<file path="src/rtl/mips_multi_pkg.sv">
// Shared definitions for the multi-cycle MIPS controller and its helpers:
// state encodings, opcodes and the datapath mux/ALU select codes.
package mips_multi_pkg;

  // Controller states; the numeric values appear on the debug state port
  typedef enum logic [3:0] {
    S_FETCH  = 4'd0,
    S_DECODE = 4'd1,
    S_MEMADR = 4'd2,
    S_MEMRD  = 4'd3,
    S_MEMWB  = 4'd4,
    S_MEMWR  = 4'd5,
    S_REX    = 4'd6,
    S_RWB    = 4'd7,
    S_BEQ    = 4'd8,
    S_JMP    = 4'd9,
    S_IEX    = 4'd10,
    S_IWB    = 4'd11
  } state_t;

  // Primary opcodes (instr[31:26]) understood by the controller
  localparam logic [5:0] OP_RTYPE = 6'h00;
  localparam logic [5:0] OP_LW    = 6'h23;
  localparam logic [5:0] OP_SW    = 6'h2B;
  localparam logic [5:0] OP_BEQ   = 6'h04;
  localparam logic [5:0] OP_J     = 6'h02;
  localparam logic [5:0] OP_ADDI  = 6'h08;

  // ALUOp codes handed to alu_ctl
  localparam logic [1:0] ALUOP_ADD   = 2'b00;
  localparam logic [1:0] ALUOP_SUB   = 2'b01;
  localparam logic [1:0] ALUOP_FUNCT = 2'b10;

  // ALU B-operand select
  localparam logic [1:0] SRCB_B      = 2'b00;
  localparam logic [1:0] SRCB_FOUR   = 2'b01;
  localparam logic [1:0] SRCB_IMM    = 2'b10;
  localparam logic [1:0] SRCB_IMMSH2 = 2'b11;

  // Next-PC select
  localparam logic [1:0] PCSRC_ALU    = 2'b00;
  localparam logic [1:0] PCSRC_ALUOUT = 2'b01;
  localparam logic [1:0] PCSRC_JUMP   = 2'b10;

  // States that wait on the memory handshake and are covered by the watchdog
  function automatic logic is_mem_state(input state_t s);
    return (s == S_FETCH) || (s == S_MEMRD) || (s == S_MEMWR);
  endfunction

endpackage

</file>
<file path="src/rtl/control_multi_mem_wait_timer.sv">
// Wait-state watchdog: counts consecutive stalled memory cycles and flags
// the cycle on which the stall budget is used up.
module mem_wait_timer #(
  parameter int MEM_TIMEOUT = 16,
  parameter int TMR_W       = 8
) (
  input  logic clk,
  input  logic rst,
  input  logic clr,
  input  logic inc,
  output logic expired
);

  localparam logic [TMR_W-1:0] LAST = TMR_W'(MEM_TIMEOUT - 1);

  logic [TMR_W-1:0] count;

  // Count stalled cycles; clearing takes priority so an abort or a state
  // change always starts the next wait from zero, and the count never
  // runs past the expiry value.
  always_ff @(posedge clk) begin
    if (rst || clr) begin
      count <= '0;
    end else if (inc && !expired) begin
      count <= count + 1'b1;
    end
  end

  assign expired = (count == LAST);

endmodule

</file>
<file path="src/rtl/control_multi.sv">
// Multi-cycle main controller: Moore FSM sequencing the shared MIPS datapath
// over several clocks per instruction, with a memory-ready handshake and a
// watchdog that aborts a stalled memory access.
module control_multi
  import mips_multi_pkg::*;
#(
  parameter int MEM_TIMEOUT = 16,
  parameter int TMR_W       = 8
) (
  input  logic       clk,
  input  logic       rst,
  input  logic [5:0] opcode,
  input  logic       mem_ready,
  output logic       PCWrite,
  output logic       PCWriteCond,
  output logic       IorD,
  output logic       MemRead,
  output logic       MemWrite,
  output logic       IRWrite,
  output logic       MemtoReg,
  output logic       RegDst,
  output logic       RegWrite,
  output logic       ALUSrcA,
  output logic [1:0] ALUSrcB,
  output logic [1:0] ALUOp,
  output logic [1:0] PCSource,
  output logic [3:0] state,
  output logic       instr_done,
  output logic       mem_err,
  output logic       illegal_op
);

  state_t state_q;
  state_t state_d;
  logic   waiting;
  logic   expired;
  logic   abort;
  logic   tmr_clr;

  // A stall is a memory state without mem_ready; a stall on the last
  // allowed cycle is an abort. A ready on that cycle still completes.
  assign waiting = is_mem_state(state_q) && !mem_ready;
  assign abort   = waiting && expired;
  assign tmr_clr = abort || (state_d != state_q);

  mem_wait_timer #(
    .MEM_TIMEOUT (MEM_TIMEOUT),
    .TMR_W       (TMR_W)
  ) u_timer (
    .clk     (clk),
    .rst     (rst),
    .clr     (tmr_clr),
    .inc     (waiting),
    .expired (expired)
  );

  // State register; reset always returns to FETCH, discarding any
  // partially executed instruction.
  always_ff @(posedge clk) begin
    if (rst) begin
      state_q <= S_FETCH;
    end else begin
      state_q <= state_d;
    end
  end

  // Next-state and control decode; every output defaults low and the whole
  // set is forced low while reset is held.
  always_comb begin
    state_d     = state_q;
    PCWrite     = 1'b0;
    PCWriteCond = 1'b0;
    IorD        = 1'b0;
    MemRead     = 1'b0;
    MemWrite    = 1'b0;
    IRWrite     = 1'b0;
    MemtoReg    = 1'b0;
    RegDst      = 1'b0;
    RegWrite    = 1'b0;
    ALUSrcA     = 1'b0;
    ALUSrcB     = SRCB_B;
    ALUOp       = ALUOP_ADD;
    PCSource    = PCSRC_ALU;
    instr_done  = 1'b0;
    mem_err     = 1'b0;
    illegal_op  = 1'b0;
    state       = state_q;

    case (state_q)
      S_FETCH: begin
        MemRead  = 1'b1;
        ALUSrcB  = SRCB_FOUR;
        IRWrite  = mem_ready;
        PCWrite  = mem_ready;
        mem_err  = abort;
        if (mem_ready) begin
          state_d = S_DECODE;
        end
      end
      S_DECODE: begin
        ALUSrcB = SRCB_IMMSH2;
        case (opcode)
          OP_RTYPE:     state_d = S_REX;
          OP_LW, OP_SW: state_d = S_MEMADR;
          OP_BEQ:       state_d = S_BEQ;
          OP_J:         state_d = S_JMP;
          OP_ADDI:      state_d = S_IEX;
          default: begin
            illegal_op = 1'b1;
            state_d    = S_FETCH;
          end
        endcase
      end
      S_MEMADR: begin
        ALUSrcA = 1'b1;
        ALUSrcB = SRCB_IMM;
        if (opcode == OP_LW) begin
          state_d = S_MEMRD;
        end else if (opcode == OP_SW) begin
          state_d = S_MEMWR;
        end else begin
          state_d = S_FETCH;
        end
      end
      S_MEMRD: begin
        MemRead = 1'b1;
        IorD    = 1'b1;
        mem_err = abort;
        if (mem_ready) begin
          state_d = S_MEMWB;
        end else if (abort) begin
          state_d = S_FETCH;
        end
      end
      S_MEMWB: begin
        MemtoReg   = 1'b1;
        RegWrite   = 1'b1;
        instr_done = 1'b1;
        state_d    = S_FETCH;
      end
      S_MEMWR: begin
        MemWrite   = 1'b1;
        IorD       = 1'b1;
        instr_done = mem_ready;
        mem_err    = abort;
        if (mem_ready || abort) begin
          state_d = S_FETCH;
        end
      end
      S_REX: begin
        ALUSrcA = 1'b1;
        ALUSrcB = SRCB_B;
        ALUOp   = ALUOP_FUNCT;
        state_d = S_RWB;
      end
      S_RWB: begin
        RegDst     = 1'b1;
        RegWrite   = 1'b1;
        instr_done = 1'b1;
        state_d    = S_FETCH;
      end
      S_BEQ: begin
        ALUSrcA     = 1'b1;
        ALUSrcB     = SRCB_B;
        ALUOp       = ALUOP_SUB;
        PCWriteCond = 1'b1;
        PCSource    = PCSRC_ALUOUT;
        instr_done  = 1'b1;
        state_d     = S_FETCH;
      end
      S_JMP: begin
        PCWrite    = 1'b1;
        PCSource   = PCSRC_JUMP;
        instr_done = 1'b1;
        state_d    = S_FETCH;
      end
      S_IEX: begin
        ALUSrcA = 1'b1;
        ALUSrcB = SRCB_IMM;
        state_d = S_IWB;
      end
      S_IWB: begin
        RegWrite   = 1'b1;
        instr_done = 1'b1;
        state_d    = S_FETCH;
      end
      default: begin
        state_d = S_FETCH;
      end
    endcase

    if (rst) begin
      PCWrite     = 1'b0;
      PCWriteCond = 1'b0;
      IorD        = 1'b0;
      MemRead     = 1'b0;
      MemWrite    = 1'b0;
      IRWrite     = 1'b0;
      MemtoReg    = 1'b0;
      RegDst      = 1'b0;
      RegWrite    = 1'b0;
      ALUSrcA     = 1'b0;
      ALUSrcB     = 2'b00;
      ALUOp       = 2'b00;
      PCSource    = 2'b00;
      instr_done  = 1'b0;
      mem_err     = 1'b0;
      illegal_op  = 1'b0;
      state       = 4'd0;
    end
  end

endmodule

</file>
<file path="config.mk">
export PLATFORM = sky130hd
export DESIGN_NAME = control_multi
export DESIGN_NICKNAME = d
export VERILOG_FILES = /design/src/rtl/mips_multi_pkg.sv /design/src/rtl/control_multi_mem_wait_timer.sv /design/src/rtl/control_multi.sv
export SDC_FILE = /design/constraint.sdc
export NUM_CORES = 1
export LEC_CHECK = 0
export CORE_MARGIN = 10
export CORE_UTILIZATION = 35
export DETAILED_ROUTE_END_ITERATION = 10
export HOLD_SLACK_MARGIN = 0.1
export PLACE_DENSITY = 0.61
export SLEW_MARGIN = 25
export SYNTH_ARGS = -nofsm -noshare
export SYNTH_HDL_FRONTEND = slang
export SYNTH_SLANG_ARGS = --single-unit
</file>
<file path="constraint.sdc">
create_clock -name clk -period 2.7 [get_ports clk]
set_clock_uncertainty 0.15 [all_clocks]
set_input_delay 0.675 -clock clk [delete_from_list [all_inputs] [get_ports clk]]
set_output_delay 0.675 -clock clk [all_outputs]
set_load 0.02 [all_outputs]
</file>
# [Word-level counts from Yosys, hierarchy flattened]
# Index checks and enable logic that the tools add are counted.
[word_totals] out_inout_bits=23 wordCells=84 input_bits=9 ff_bits=12
[op_classes] addsub=1 reduce_logical=21 mux=42 n_eq_ne=18
[op_table] op="$pmux 4 s7" count=1
[op_table] op="$mux 1" count=25
[op_table] op="$mux 4" count=5
[op_table] op="$pmux 4 s5" count=1
[op_table] op="$eq 4x3->1 const B" count=4
[op_table] op="$eq 4x4->1 const B" count=4
[op_table] op="$eq 6x6->1 const B" count=2
[op_table] op="$add 8x1->8 const B" count=1
[op_table] op="$eq 4x2->1 const B" count=2
[op_table] op="$eq 8x4->1 const B" count=1
[op_table] op="$pmux 2 s2" count=2
[op_table] op="$reduce_or 2->1" count=4
[op_table] op="$eq 6x2->1 const B" count=1
[op_table] op="$eq 6x3->1 const B" count=1
[op_table] op="$eq 6x4->1 const B" count=1
[op_table] op="$logic_not 6->1" count=1
[op_table] op="$mux 2" count=3
[op_table] op="$mux 3" count=2
[op_table] op="$pmux 2 s3" count=1
[op_table] op="$reduce_or 3->1" count=2
[op_table] op="$reduce_or 6->1" count=1
[op_table] op="$logic_or 1x1->1" count=5
[op_table] op="$reduce_or 5->1" count=1
[op_table] op="$eq 4x1->1 const B" count=1
[op_table] op="6 further kinds" count=10

# [Depth between registers and ports, before layout]
[depth] ltp_word=11 mapped_depth=8 ltp_nobuf=6

# [Modules after synthesis]
# From an unflattened synthesis, not the netlist that was laid out.
[hier_totals] hier_cells=160 area_unflattened_um2=1132.3
[by_module_without_submodules] module="control_multi" instances=1 cells_per_inst=112 seq_area_each_um2=80.1 area_each_um2=718.2
[by_module_without_submodules] module="mem_wait_timer" instances=1 cells_per_inst=48 seq_area_each_um2=160.2 area_each_um2=414.1

# [Worst setup path before layout]
# Ideal clock, no wire load.
[synth_timing] path_type="input to output" startpoint="input port opcode[3]" endpoint="output port illegal_op" arrival_time_ns=2.310 n_path_buf=1 required_ns=1.875 cell_stages=4 slack_ns=-0.435 path_cell_list="clkbuf_1 > maj3_1 > o22ai_1 > a2111oi_0"
[synth_via] elab_chain_cells=5 word_cells_on_any_way=10 classes_between="5 x eq/ne; 3 x mux; 2 x reduce/logical"
[synth_rtl] item="from (decl)" line_no="control_multi.sv:12" rtl="input logic [5:0] opcode,"
[synth_rtl] item="$eq 6x6->1, or another cell as far along" line_no="control_multi.sv:102" rtl="case (opcode)"
[synth_rtl] item="$reduce_or 6->1 (no line) (*)"
[synth_rtl] item="$mux 1 (*)" line_no="control_multi.sv:102"
[synth_rtl] item="$mux 1 (*)" line_no="control_multi.sv:89" rtl="case (state_q)"
[synth_rtl] item="$mux 1 (*)" line_no="control_multi.sv:192" rtl="if (rst) begin"
[synth_rtl] item="to (decl)" line_no="control_multi.sv:30" rtl="output logic illegal_op"
# Mark *: on every way between the ends. The rest lies on a longest branch, timed or not.

# [Worst setup path after layout]
[layout_timing] startpoint="input port rst" endpoint="output port PCWrite"
[layout_via] elab_chain_cells=1
[layout_rtl] item="from (decl)" line_no="control_multi.sv:11" rtl="input logic rst,"
[layout_rtl] item="$mux 1" line_no="control_multi.sv:192"
[layout_rtl] item="to (decl)" line_no="control_multi.sv:14" rtl="output logic PCWrite,"
# No other way between the ends.

==> flow_summary.toml <==
[clock_network]
root_buffer = "clkbuf_8"
cts_hold_buffers = 0
cts.sinks = 12
cts_inserted_buffers = 3
clock_latency_ns = 0.24
cts.path.max_buffers = 2
post-cts-setup-buffers = 0
htreeDepth = 1
cts_tree = "done"
path_clk_slew_ns = 0.05

[job]
cap_violations = 0

[floorplanning]
die_h_um = 80.92
die-width_um = 80.92
io_pins = 32
core_um2 = 3633
die_area_um2 = 6547
row_count = 22
initial_utilization = 0.3574

[finish]
drive_gt1_frac = 0.4208
num-nets-final = 232
diodes = 0
area_growth_pct = 44.80
fin_cells = 269

[timing]
rsz0062_at_grt = "true"
finalHoldViolations = 0
slew_violations = 0
maxSlewHeadroom = 0.7181
finalSetupViolations = 0
worst_pin_slew_ns = 0.4219
whs_ns = 0.3909
min_period_ns = 2.666
max_clock_freq_ghz = 0.3751
finalWorstSetupSlack_ns = 0.03391
fin_tns_setup_ns = 0
fin_crit_sh = 0.9874

[logic_synthesis]
syn_nets = 172
yosys_warnings = 0
ys_seq_elements = 12
synth.distinct_cells = 56
synthArstFlopShare = 0
syn_inst = 162
synth_area_um2 = 1299
yosysSeqAreaShare = 0.1850
synth-edff-count = 0
synth.avg_cell_area_um2 = 8.017
yosys_most_used_dff = "dfxtp_1"

[setup_path]
worst-path-max-fanout = 8
start_kind = "input port"
setup.worst_path.end_class = "primary output"
cp.arrival_ns = 1.84
required_ns = 1.88
crit_type = "input port to primary output"

[placement]
hpwl_mm = 3.324
gp_congestion = 0.9013
place_ws_ns = -0.6155
io_buffers = 31
dp.cells = 265

[power_and_ir_drop]
powerDensity_nw_per_um2 = 276.7
vdd_ir_drop_max_v = 0.0001297
power_mw = 0.5204
leakagePower_nw = 0.8078

[run_status]
status = "complete, no violations"

[detailed_routing]
vias_per_cell = 5.234
wl_per_cell_um = 15.49
drtIter0Drc = 39
num_vias = 1408
dr.pass1.iters = 4
wl_mm = 4.167
ant_nets = 0
route.detailed.drc = 0

[grt]
grt_overflow = 0
grt_use_total = 0.1311
grt_max_degree = 13
grt_pass1_wl_mm = 7.072
antenna_found_initial = 0
grt_pass1_vias = 1520

[worst_hold_path]
hold_class = "flop to flop"
-- synth_stat cells, types with 4 or more instances --
library cell / count / share of area
nor2_1: 17 / 0.049
dfxtp_1: 12 / 0.18
nand2_1: 9 / 0.026
nor3_1: 7 / 0.027
nor3_2: 7 / 0.054
and3_1: 6 / 0.029
clkbuf_1: 6 / 0.017
nor2b_1: 6 / 0.029
xor2_1: 6 / 0.040
buf_6: 4 / 0.035
inv_1: 4 / 0.012
nand3_1: 4 / 0.015
o21ai_0: 4 / 0.015
xnor2_1: 4 / 0.027
-- logic make-up (layout without fill, tap and decap cells) --
family / Yosys count / in the layout / synth area share
xor gates and xnor gates: 10 / 10 / 0.06743
and+or+nand+nor: 89 / 89 / 0.4509
buffers and inverters: 20 / 79 / 0.09247
muxes: 1 / 1 / 0.007707
adders and majority gates: 2 / 2 / 0.01734
DFF: 12 / 12 / 0.1850
AOI/OAI and AO/OA: 28 / 28 / 0.1792
-- timing repair --
| item | in CTS | in global routing |
|---|---|---|
| pin swaps | 1 | 2 |
| setup endpoints to repair | 30 | 15 |
| gates resized for setup | 79 | 27 |
-- stage by stage --
stage / area [um2] / utilization
6_report: 1881 / 0.5176
3_5_place_dp: 1871 / 0.5148
4_1_cts: 1897 / 0.5220
5_1_grt: 1881 / 0.5176
3_3_place_gp: 1871 / 0.5148
2_1_floorplan: 1305 / -
-- registers in the layout, summed over array words and instances, names as in the netlist --
signal and count:
state_q 4, u_timer.count 8
-- area by class of cell --
cell class | instances | area (um2)
inverter | 4 | 15.01
clock buffer | 4 | 55.05
multi-input combinational | 130 | 983.4
tap | 48 | 60.06
fill | 395 | 1753
timing repair buffer | 71 | 524.3
sequential | 12 | 242.7
-- layout by cell type, fill, tap and decap left out, types with 8 or more instances in the layout --
master and instances:
buf_4 43, nor2_1 16, dfxtp_1 10, buf_2 9, nand2_1 8, nor3_2 8, clkbuf_2 8
-- worst max-delay path: stages --
cell and delay (ns):
clkdlybuf4s50_1 0.48, buf_4 0.17, nor3_1 0.08, or2_2 0.27, buf_2 0.16
-- where the power goes --
| part | switching (mW) | leakage [nW] | internal (mW) |
|---|---|---|---|
| combinational | 0.0685 | 0.681 | 0.0665 |
| sequential | 0.00453 | 0.0980 | 0.180 |
| clock | 0.0724 | 0.0288 | 0.129 |
-- layer usage --
layer,part of all wire,up-vias,track usage
li1,-,702,-
met4,0.014,0,0.04498
met3,0.080,6,0.04636
met2,0.49,40,0.2205
met5,0,-,0
met1,0.42,660,0.1508
-- worst paths after layout --
check / start / endpoint / slack [ns] / cells past startpoint
worst max-delay path: rst / PCWrite / 0.03 / 5
worst min-delay path: state_q[1]$_SDFF_PP0_ / state_q[1]$_SDFF_PP0_ / 0.39 / 2
worst max register to register: state_q[0]$_SDFF_PP0_ / u_timer.count[4]$_SDFFE_PP0P_ / 0.43 / 6
worst min register to register: state_q[1]$_SDFF_PP0_ / state_q[1]$_SDFF_PP0_ / 0.39 / 2
Power figures use the tool's default switching activity.
